File: src/rtl/als_spi_responder.sv
// -----------------------------------------------------------------------------
// als_spi_responder
//   Peripheral-side responder for the processor control register. When START
//   (ctrl_in[0]) is seen in IDLE it acknowledges (clears DONE), clocks one
//   16-bit SPI frame out of the ambient-light-sensor ADC (CPOL=1, MSB first,
//   sampled on SCLK rising edges), publishes the 8-bit sample plus a frame
//   error flag to the data register, then writes DONE=1/START=0 back.
//
//   Optional build macro ALS_AVG4_EN: every START runs four back-to-back
//   frames and publishes the truncated average of the four samples, with the
//   error flags ORed together.
//
// Ports
//   clk       system clock, rising edge
//   rst       synchronous reset, active low
//   ctrl_in   control register contents (bit 0 START, bit 1 DONE)
//   wr2_c     one-cycle write strobe to control bits [1:0]
//   in2       value for control bits [1:0] when wr2_c = 1
//   data_out  [7:0] sample, [30:8] zero, [31] frame error
//   data_we   one-cycle write strobe to the data register
//   cs_n      sensor chip select, active low
//   sclk      SPI clock, idles high
//   miso      sensor serial data
// -----------------------------------------------------------------------------
module als_spi_responder #(
  parameter int CLK_DIV = 25
) (
  input  logic        clk,
  input  logic        rst,
  input  logic [31:0] ctrl_in,
  output logic        wr2_c,
  output logic [1:0]  in2,
  output logic [31:0] data_out,
  output logic        data_we,
  output logic        cs_n,
  output logic        sclk,
  input  logic        miso
);

  localparam int DW = $clog2(CLK_DIV + 1);
  localparam logic [DW-1:0] DIV_LAST = DW'(CLK_DIV - 1);
  localparam logic [DW-1:0] DIV_HOLD = DW'(CLK_DIV);

  typedef enum logic [2:0] {
    S_IDLE,
    S_ACCEPT,
    S_SHIFT,
    S_HOLD,
    S_DONE,
    S_SETTLE,
    S_GAP
  } state_t;

  state_t          state_q, state_d;
  logic [DW-1:0]   div_q, div_d;
  logic [3:0]      bit_q, bit_d;
  logic [15:0]     sh_q, sh_d;
  logic            sclk_q, sclk_d;
  logic            cs_n_q, cs_n_d;
  logic            wr2_c_q, wr2_c_d;
  logic [1:0]      in2_q, in2_d;
  logic            data_we_q, data_we_d;
  logic [31:0]     data_out_q, data_out_d;

  // Only START is consumed here.
  logic unused_ctrl;
  assign unused_ctrl = ^ctrl_in[31:1];

`ifdef ALS_AVG4_EN
  localparam logic [DW-1:0] DIV_GAP = DW'(CLK_DIV - 2);
  logic [1:0] frm_q, frm_d;
  logic [9:0] acc_q, acc_d;
  logic       err_q, err_d;
  logic [9:0] sum10;
  assign sum10 = acc_q + {2'b00, sh_q[12:5]};
`endif

  always_comb begin
    state_d    = state_q;
    div_d      = div_q;
    bit_d      = bit_q;
    sh_d       = sh_q;
    sclk_d     = sclk_q;
    cs_n_d     = cs_n_q;
    wr2_c_d    = 1'b0;
    in2_d      = 2'b00;
    data_we_d  = 1'b0;
    data_out_d = data_out_q;
`ifdef ALS_AVG4_EN
    frm_d      = frm_q;
    acc_d      = acc_q;
    err_d      = err_q;
`endif
    // Outputs are registered, so strobes are raised on the transition into
    // the state that owns them.
    case (state_q)
      S_IDLE: begin
        if (ctrl_in[0]) begin
          state_d = S_ACCEPT;
          wr2_c_d = 1'b1;
          in2_d   = 2'b01;
          cs_n_d  = 1'b0;
          sclk_d  = 1'b1;
          div_d   = '0;
          bit_d   = '0;
`ifdef ALS_AVG4_EN
          frm_d   = '0;
          acc_d   = '0;
          err_d   = 1'b0;
`endif
        end
      end
      // ACCEPT is the first cycle of the initial SCLK-high half period.
      S_ACCEPT: begin
        state_d = S_SHIFT;
        div_d   = div_q + 1'b1;
      end
      S_SHIFT: begin
        if (div_q == DIV_LAST) begin
          div_d  = '0;
          sclk_d = ~sclk_q;
          if (!sclk_q) begin
            // This edge drives sclk 0->1: capture the bit now.
            sh_d[4'd15 - bit_q] = miso;
            if (bit_q == 4'd15) state_d = S_HOLD;
            else                bit_d   = bit_q + 4'd1;
          end
        end else begin
          div_d = div_q + 1'b1;
        end
      end
      // SCLK stays high; cs_n rises after CLK_DIV cycles and is held one
      // more cycle before the result is written.
      S_HOLD: begin
        div_d = div_q + 1'b1;
        if (div_q == DIV_LAST) cs_n_d = 1'b1;
        if (div_q == DIV_HOLD) begin
          div_d = '0;
`ifdef ALS_AVG4_EN
          acc_d = sum10;
          err_d = err_q | (|sh_q[15:13]);
          if (frm_q == 2'd3) begin
            state_d    = S_DONE;
            wr2_c_d    = 1'b1;
            in2_d      = 2'b10;
            data_we_d  = 1'b1;
            data_out_d = {err_q | (|sh_q[15:13]), 23'd0, sum10[9:2]};
          end else begin
            frm_d   = frm_q + 2'd1;
            state_d = S_GAP;
          end
`else
          state_d    = S_DONE;
          wr2_c_d    = 1'b1;
          in2_d      = 2'b10;
          data_we_d  = 1'b1;
          data_out_d = {|sh_q[15:13], 23'd0, sh_q[12:5]};
`endif
        end
      end
`ifdef ALS_AVG4_EN
      // cs_n high between frames; together with the last HOLD cycle this
      // gives CLK_DIV cycles of deselect.
      S_GAP: begin
        if (div_q == DIV_GAP) begin
          state_d = S_SHIFT;
          div_d   = '0;
          bit_d   = '0;
          cs_n_d  = 1'b0;
        end else begin
          div_d = div_q + 1'b1;
        end
      end
`endif
      S_DONE:   state_d = S_SETTLE;
      // The register applies our write one cycle late; wait it out so the
      // START we just cleared is not seen again.
      S_SETTLE: state_d = S_IDLE;
      default:  state_d = S_IDLE;
    endcase
  end

  always_ff @(posedge clk) begin
    if (!rst) begin
      state_q    <= S_IDLE;
      div_q      <= '0;
      bit_q      <= '0;
      sh_q       <= '0;
      sclk_q     <= 1'b1;
      cs_n_q     <= 1'b1;
      wr2_c_q    <= 1'b0;
      in2_q      <= 2'b00;
      data_we_q  <= 1'b0;
      data_out_q <= '0;
`ifdef ALS_AVG4_EN
      frm_q      <= '0;
      acc_q      <= '0;
      err_q      <= 1'b0;
`endif
    end else begin
      state_q    <= state_d;
      div_q      <= div_d;
      bit_q      <= bit_d;
      sh_q       <= sh_d;
      sclk_q     <= sclk_d;
      cs_n_q     <= cs_n_d;
      wr2_c_q    <= wr2_c_d;
      in2_q      <= in2_d;
      data_we_q  <= data_we_d;
      data_out_q <= data_out_d;
`ifdef ALS_AVG4_EN
      frm_q      <= frm_d;
      acc_q      <= acc_d;
      err_q      <= err_d;
`endif
    end
  end

  assign wr2_c    = wr2_c_q;
  assign in2      = in2_q;
  assign data_out = data_out_q;
  assign data_we  = data_we_q;
  assign cs_n     = cs_n_q;
  assign sclk     = sclk_q;

endmodule

File: config.mk
export PLATFORM = sky130hd
export DESIGN_NAME = als_spi_responder
export DESIGN_NICKNAME = d
export VERILOG_FILES = /design/src/rtl/als_spi_responder.sv
export SDC_FILE = /design/constraint.sdc
export NUM_CORES = 1
export LEC_CHECK = 0
export CORE_MARGIN = 4
export CORE_UTILIZATION = 44
export DETAILED_ROUTE_END_ITERATION = 8
export PLACE_DENSITY = 0.84
export SETUP_SLACK_MARGIN = 0.5
export SLEW_MARGIN = 20
export SYNTH_ARGS = -nofsm -noshare
export SYNTH_HDL_FRONTEND = slang
export SYNTH_SLANG_ARGS = --single-unit
File: constraint.sdc
create_clock -name clk -period 2.2 [get_ports clk]
set_clock_uncertainty 0.15 [all_clocks]
set_input_delay 0.66 -clock clk [delete_from_list [all_inputs] [get_ports clk]]
set_output_delay 0.66 -clock clk [all_outputs]
set_load 0.05 [all_outputs]
==> run metrics, run 1 <==
Die ar.=0.00555 mm^2; P_int=1090 uW; Hold Crit Start=sh_q[5]$_SDFFE_PN0P_; Seq pwr share=45.6%; vias per cell=5.57; Max Buffers Root-to-Sink=2; CP Launch Type=flip-flop; Worst EP required=about 2.3 ns; result of the run=completed; Clk network pwr share=30.9%; PD cells=618 mW/mm^2; initial antenna violation count=0; Core ar.=0.00414 mm^2; placed insts=just under 300; vias in the first global route=1,605; leakage=between 0.001 and 0.0015 uW; Clock transition at path regs=approximately 0.070 ns; TritonCTS buffer count=5; RSZ-0062 raised after global routing=true; CTS tree=built; Sink Count=38; Ports=73; first-pass GRT wire length=6980 um; Routed WL per cell=around 16 um; Hold WS=0.322 ns; buffers added on ports=18; GPL Wtd Cong=roughly 0.86; Hold Crit Class=flip-flop to flip-flop; reg2reg end=bit_q[0]$_SDFFE_PN0P_; share of layout cells above drive strength 1=34.1%; post-DP HPWL=2740 um; P&R area growth vs syn=35.0%; r2r setup slk=0.27 ns; Synth Instances=about 230; Avg Inst Size Synth=8.50 um^2; hold_buf cts=0; R2R depth=5; Skew-Pair Late Insertion Delay=~0.29 ns; top post-synthesis cells by count=dfxtp_1, buf_4, nand2_1; non-filler cells in the finished layout=329; most common cell in the netlist=dfxtp_1; diode count=0; Fin. Hold Viols=0; layout net count=320; Post-synth EDFFs=0; Comb power frac=23.5%; die boundary height=74.5 um; Max Cap Viol=0; Vias=between 1,500 and 2,000; drt first-iter violations=208; VDD IR max=274 uV; Filler cells=between 300 and 400; accumulated negative setup slack=0 ns; Async S/R FF share, synth=0%; htree depth=2; crit share post-route=87.7%; FMAX=0.518 GHz; Setup-failing EPs final=0; Detailed Routing Iterations Pass 1=4; FF/Latch Area=782 um^2; Endpoint, Worst Hold=sh_q[5]$_SDFFE_PN0P_; largest net degree at the start of global routing=20; Netlist Area Pre-Place=0.00195 mm^2; post-synthesis register bit count=38; Synth area leaders=dfxtp_1, buf_4, mux2i_1, ha_1, nand2_1; Worst Hold Depth=2; GRT Total Usage=roughly 16%; Setup WS post-layout=0.270 ns; final slew viol count=0; gr ovfl total=0; Unique masters post-synth=41; min Tclk post-route=1.93 ns; post-synthesis sequential area ratio=39.1%; overall die width=74.5 um; WP data arrival=2.01 ns; Final ANT Viol Nets=0; CP Class=flip-flop to flip-flop; leading area contributor after synthesis=dfxtp_1; DRC violations left=0; Synth warnings=0; post-synth top area share=roughly two fifths; crit-path max FO=6; Initial Utilization=between 40% and 50%; Root Buffer=clkbuf_8; DP Worst Slack=~0.042 ns; Switching Fraction=32.8%; endpoint class of the critical path=flip-flop; Synth Flop Type=dfxtp_1; reg2reg start=bit_q[0]$_SDFFE_PN0P_; WL final=5210 um; multi-input logic area=approximately 0.0012 mm^2; std cell rows=23; P_sw=about 530 uW; Util after Layout=63.4%
## cell families (layout without fill, tap and decap cells)
kind of cell	count (synthesis)	count (layout)	share of synthesized area, %
other	1	23	0.193
buffers and inverters	45	73	13.3
AND/OR/NAND/NOR	79	79	21.9
flip-flops	38	38	39.1
adder cells (fa/ha/maj)	7	7	4.50
multiplexers	13	13	6.75
AO/OA/AOI/OAI	46	46	14.2
## per-stage QoR
stage / power [uW] / instance area, um^2
floorplan: 1010 / 2080
global placement: 1040 / 2110
detailed placement: 1050 / 2110
CTS: 1570 / 2360
global route: 1690 / 2630
finish: 1620 / 2630
## worst max-delay path, cell delays in order, from the launching register on
cell,delay (ns)
dfxtp_4,0.37
ha_4,0.17
and3_4,0.19
o41a_1,0.45
or3_4,0.42
a21oi_2,0.11
## repair_timing
action / 4_1_cts / 5_1_grt
pin swaps: 4 / 20
endpoints found under the setup margin: 32 / 33
gates cloned: 0 / 1
gates resized for setup: 19 / 34
buffers inserted: 13 / 14
## flip-flops by register name, summed over array words and instances (netlist names)
signal    flops
cs_n          1
state_q       3
div_q         5
bit_q         4
data_out      9
sh_q         11
data_we       1
sclk          1
wr2_c         1
in2           2
## power by group through the flow
| stage | sequential (uW) | clock, uW | combinational [uW] |
|---|---|---|---|
| 2_1_floorplan | 767 | 0 | 245 |
| 3_3_place_gp | 749 | 0 | 291 |
| 3_5_place_dp | 750 | 0 | 297 |
| 4_1_cts | 738 | 503 | 326 |
| 5_1_grt | 744 | 545 | 406 |
| 6_report | 740 | 502 | 381 |
## metal layers
metal / GRT usage, % / vias to the layer above / share of wire (%)
li1: - / 858 / -
met1: 18.5 / 845 / 39
met2: 27.2 / 109 / 50
met3: 3.92 / 22 / 7.7
met4: 10.1 / 0 / 3.7
met5: 0 / - / 0
## worst max path at each step
stage                     depth (start not counted)                     to  slack, ns             startpoint
after floorplan                                   5  bit_q[0]$_SDFFE_PN0P_       0.46  bit_q[1]$_SDFFE_PN0P_
after global placement                            5  bit_q[0]$_SDFFE_PN0P_       0.08             ctrl_in[0]
after detailed placement                          5  bit_q[0]$_SDFFE_PN0P_       0.04             ctrl_in[0]
after CTS                                         6  bit_q[0]$_SDFFE_PN0P_       0.36  div_q[1]$_SDFFE_PN0P_
after global routing                              5  bit_q[0]$_SDFFE_PN0P_       0.20  bit_q[0]$_SDFFE_PN0P_
final                                             5  bit_q[0]$_SDFFE_PN0P_       0.27  bit_q[0]$_SDFFE_PN0P_
## cells in the final DEF, fill, tap and decap left out, types with 2 or more instances in the layout
cell type	netlist	routed
o22ai_1	2	2
nor2_1	16	15
o21ai_0	16	7
nor2b_1	2	2
o211ai_1	4	4
nor3_1	3	3
buf_4	23	39
a21oi_2	0	2
nand4_1	9	9
o21ai_1	1	6
ha_1	7	4
or3_4	0	2
o221ai_1	2	2
conb_1	1	23
clkbuf_8	0	6
o21ai_2	0	4
dfxtp_2	0	2
nand2b_1	3	3
ha_4	0	3
buf_6	0	10
dlygate4sd2_1	0	2
nor4_4	0	2
or3_1	4	2
and3_1	4	3
mux2i_1	12	12
inv_2	0	2
dfxtp_4	0	5
a21oi_1	13	11
dfxtp_1	38	31
o2111ai_1	2	2
a31oi_1	2	2
nand2_1	23	23
nor3b_2	0	2
inv_1	11	8
## layout make-up
cell class / count / area share [%]
repair buffers: 54 / 18.2
multi-input cells: 168 / 44.4
clock buffers: 6 / 3.14
flip-flops and latches: 38 / 29.8
inverters: 11 / 1.67
well taps: 50 / 2.38
clock inverters: 2 / 0.476
Power figures use the tool's default switching activity.
==> inputs of run 2 (changes only) <==
--- a/config.mk
+++ b/config.mk
@@ -5,10 +5,9 @@
 export SDC_FILE = /design/constraint.sdc
 export NUM_CORES = 1
 export LEC_CHECK = 0
-export CORE_MARGIN = 4
-export CORE_UTILIZATION = 44
+export CORE_UTILIZATION = 47
 export DETAILED_ROUTE_END_ITERATION = 8
-export PLACE_DENSITY = 0.84
+export PLACE_DENSITY = 0.88
 export SETUP_SLACK_MARGIN = 0.5
 export SLEW_MARGIN = 20
 export SYNTH_ARGS = -nofsm -noshare
==> constraint.sdc (replaced) <==
create_clock -name clk -period 2.4 [get_ports clk]
set_clock_uncertainty 0.15 [all_clocks]
set_input_delay 0.72 -clock clk [delete_from_list [all_inputs] [get_ports clk]]
set_output_delay 0.72 -clock clk [all_outputs]
set_load 0.05 [all_outputs]
==> run 2 against run 1 <==
  * Power fell by 6.1%
  * Global-route usage rose by 3.4 points
  * Cell area fell by 12%
  * Fmax barely moved
  * Sequential share of layout area rose by 3.5 points
  * Die area fell by 21%
  * Register-to-register slack improved by 0.20 ns
  * Clock-buffer cell count fell by 1
  * Largest power group unchanged
  * Highest routed layer unchanged
==> run metrics, run 2 (synthesis gave the netlist of run 1 again) <==
WP data arrival=2.00 ns (about the same); TritonCTS buffer count=5 (unchanged); Critical Path Stages=7 (+2); initial antenna violation count=0 (unchanged); drt first-iter violations=129 (-38%); Max Buffers Root-to-Sink=2 (unchanged); largest reg by FF count=sh_q; Final ANT Viol Nets=0 (unchanged); endpoint class of the critical path=flip-flop; CP Launch Type=flip-flop; DRC violations left=0 (unchanged); R2R depth=7 (+2); diode count=0 (unchanged); Max Cap Viol=0 (unchanged); Worst EP required=2.47 ns (+0.19 ns); Initial Utilization=48.6% (+1.7 points); Critical Path Max Stage Delay=0.38 ns (-0.07 ns); Ports=73 (unchanged); min Tclk post-route=1.93 ns (-0.0000100 ns); CTS tree=built; Skew-Pair Late Insertion Delay=0.30 ns (about the same); Largest register FFs=11 (unchanged); GPL Wtd Cong=0.840 (-2.1%); VDD IR max=419 uV (+53%); accumulated negative setup slack=0 ns (unchanged); Root Buffer=clkbuf_8; overall die width=66.3 um (-11%); Detailed Routing Iterations Pass 1=4 (unchanged); crit path cell chain=inv_2 -> ha_4 -> nand4b_4 -> buf_4 -> nor4_1 -> mux2_2 -> a21oi_1; non-filler cells in the finished layout=308 (-6.4%); total power=1520 uW (-6.1%); Vias=1,654 (-9.8%); reg2reg start=div_q[1]$_SDFFE_PN0P_; Routed WL per cell=13.7 um (-13%); placed insts=291 (-0.68%); Fin. Hold Viols=0 (unchanged); Hold Crit Start=sh_q[6]$_SDFFE_PN0P_; first-pass GRT wire length=6470 um (-7.2%); WL final=4220 um (-19%); Endpoint, Worst Hold=sh_q[6]$_SDFFE_PN0P_; vias in the first global route=1,428 (-11%); result of the run=completed; share of layout cells above drive strength 1=22.5% (-12 points); crit path max-delay cell type=mux2_2; reg2reg end=bit_q[1]$_SDFFE_PN0P_; std cell rows=23 (unchanged); most common cell after layout, fill and taps aside=dfxtp_1; RSZ-0062 raised after global routing=true; CP Class=flip-flop to flip-flop; layout net count=299 (-6.6%); Worst Hold Depth=2 (unchanged); final slew viol count=0 (unchanged); Setup-failing EPs final=0 (unchanged); buffers added on ports=18 (unchanged); most frequent cells in the layout=dfxtp_1, nand2_1, conb_1, buf_4, nor2_1; WP buf/inv=2 (+2); post-DP HPWL=2660 um (-2.7%); r2r setup slk=0.47 ns (+0.20 ns); Slew @ Worst Pin=0.497 ns; Hold Crit Class=flip-flop to flip-flop; crit share post-route=80.4% (-7.3 points); vias per cell=5.37 (-3.7%); Sink Count=38 (unchanged); die boundary height=66.3 um (-11%); Max-slew headroom=66.8%; crit-path max FO=4 (-2); Largest delay share family, worst path=simple AND/OR/NAND/NOR gates; htree depth=2 (unchanged); Clock transition at path regs=0.09 ns (+0.02 ns); P&R area growth vs syn=19.4%; leakage=0.000972 uW (-14%); FMAX=0.518 GHz (about the same); PD cells=656 mW/mm^2 (+6.2%); gr ovfl total=0 (unchanged); largest net degree at the start of global routing=21 (+5.0%); GRT Total Usage=19.6% (+3.4 points); Die ar.=0.00440 mm^2 (-21%); Core ar.=0.00400 mm^2 (-3.5%)
## run 2: power by group
group	internal [uW]	switching, uW	total (uW)	leakage [uW]
logic	84.3	207	291	0.000612
registers	651	27.3	679	0.000310
clock network	309	244	553	0.0000504
total	1040	479	1520	0.000972
## run 2: cell type report
cell class                      instances  area [um^2]
Clock buffer                            5         68.8
Clock inverter                          3         45.0
Fill cell                             353         1680
Inverter                               11         41.3
Multi-Input combinational cell        168         1080
Sequential cell                        38          772
Tap cell                               50         62.6
Timing Repair Buffer                   33          254
## run 2: worst reg2reg max path, cell delays in order, from the launching register on
cell	delay, ns
dfxtp_1	0.33
inv_2	0.09
ha_4	0.15
nand4b_4	0.14
buf_4	0.18
nor4_1	0.30
mux2_2	0.38
a21oi_1	0.15
## run 2: worst max-delay path by stage
stage / to / slack [ns] / from
floorplan: bit_q[2]$_SDFFE_PN0P_ / 0.53 / sclk$_SDFFE_PN1P_
global placement: bit_q[3]$_SDFFE_PN0P_ / 0.14 / ctrl_in[0]
detailed placement: bit_q[2]$_SDFFE_PN0P_ / 0.12 / ctrl_in[0]
CTS: sh_q[5]$_SDFFE_PN0P_ / 0.46 / state_q[1]$_SDFFE_PN0P_
global route: bit_q[1]$_SDFFE_PN0P_ / 0.43 / div_q[0]$_SDFFE_PN0P_
finish: bit_q[1]$_SDFFE_PN0P_ / 0.47 / div_q[1]$_SDFFE_PN0P_
## run 2: layer usage
metal,global-route usage [%],part of all wire [%],vias to the layer above,routed length (um)
met5,0,0,-,0
met3,4.14,4.9,9,206
met1,23.2,41,775,1740
met4,9.57,2.0,0,86
li1,-,-,810,-
met2,33.3,52,60,2190
## run 2: through the flow
stage	cell area, um^2	utilization (%)	hold WS, ns	setup WS [ns]
after floorplan	2030	-	0.288	0.531
after global placement	2100	52.4	0.302	0.142
after detailed placement	2100	52.4	0.313	0.119
after CTS	2290	57.2	0.326	0.461
after global routing	2320	58.1	0.349	0.432
final	2320	58.1	0.331	0.470
## run 2: repair_timing
| action | in CTS | in global routing |
|---|---|---|
| setup endpoints to repair | 37 | 35 |
| endpoints found under the hold margin | 0 | 0 |
| hold buffers | 0 | 0 |
| pin swaps | 1 | 3 |
| resized for setup | 57 | 30 |
| setup buffers | 2 | 7 |
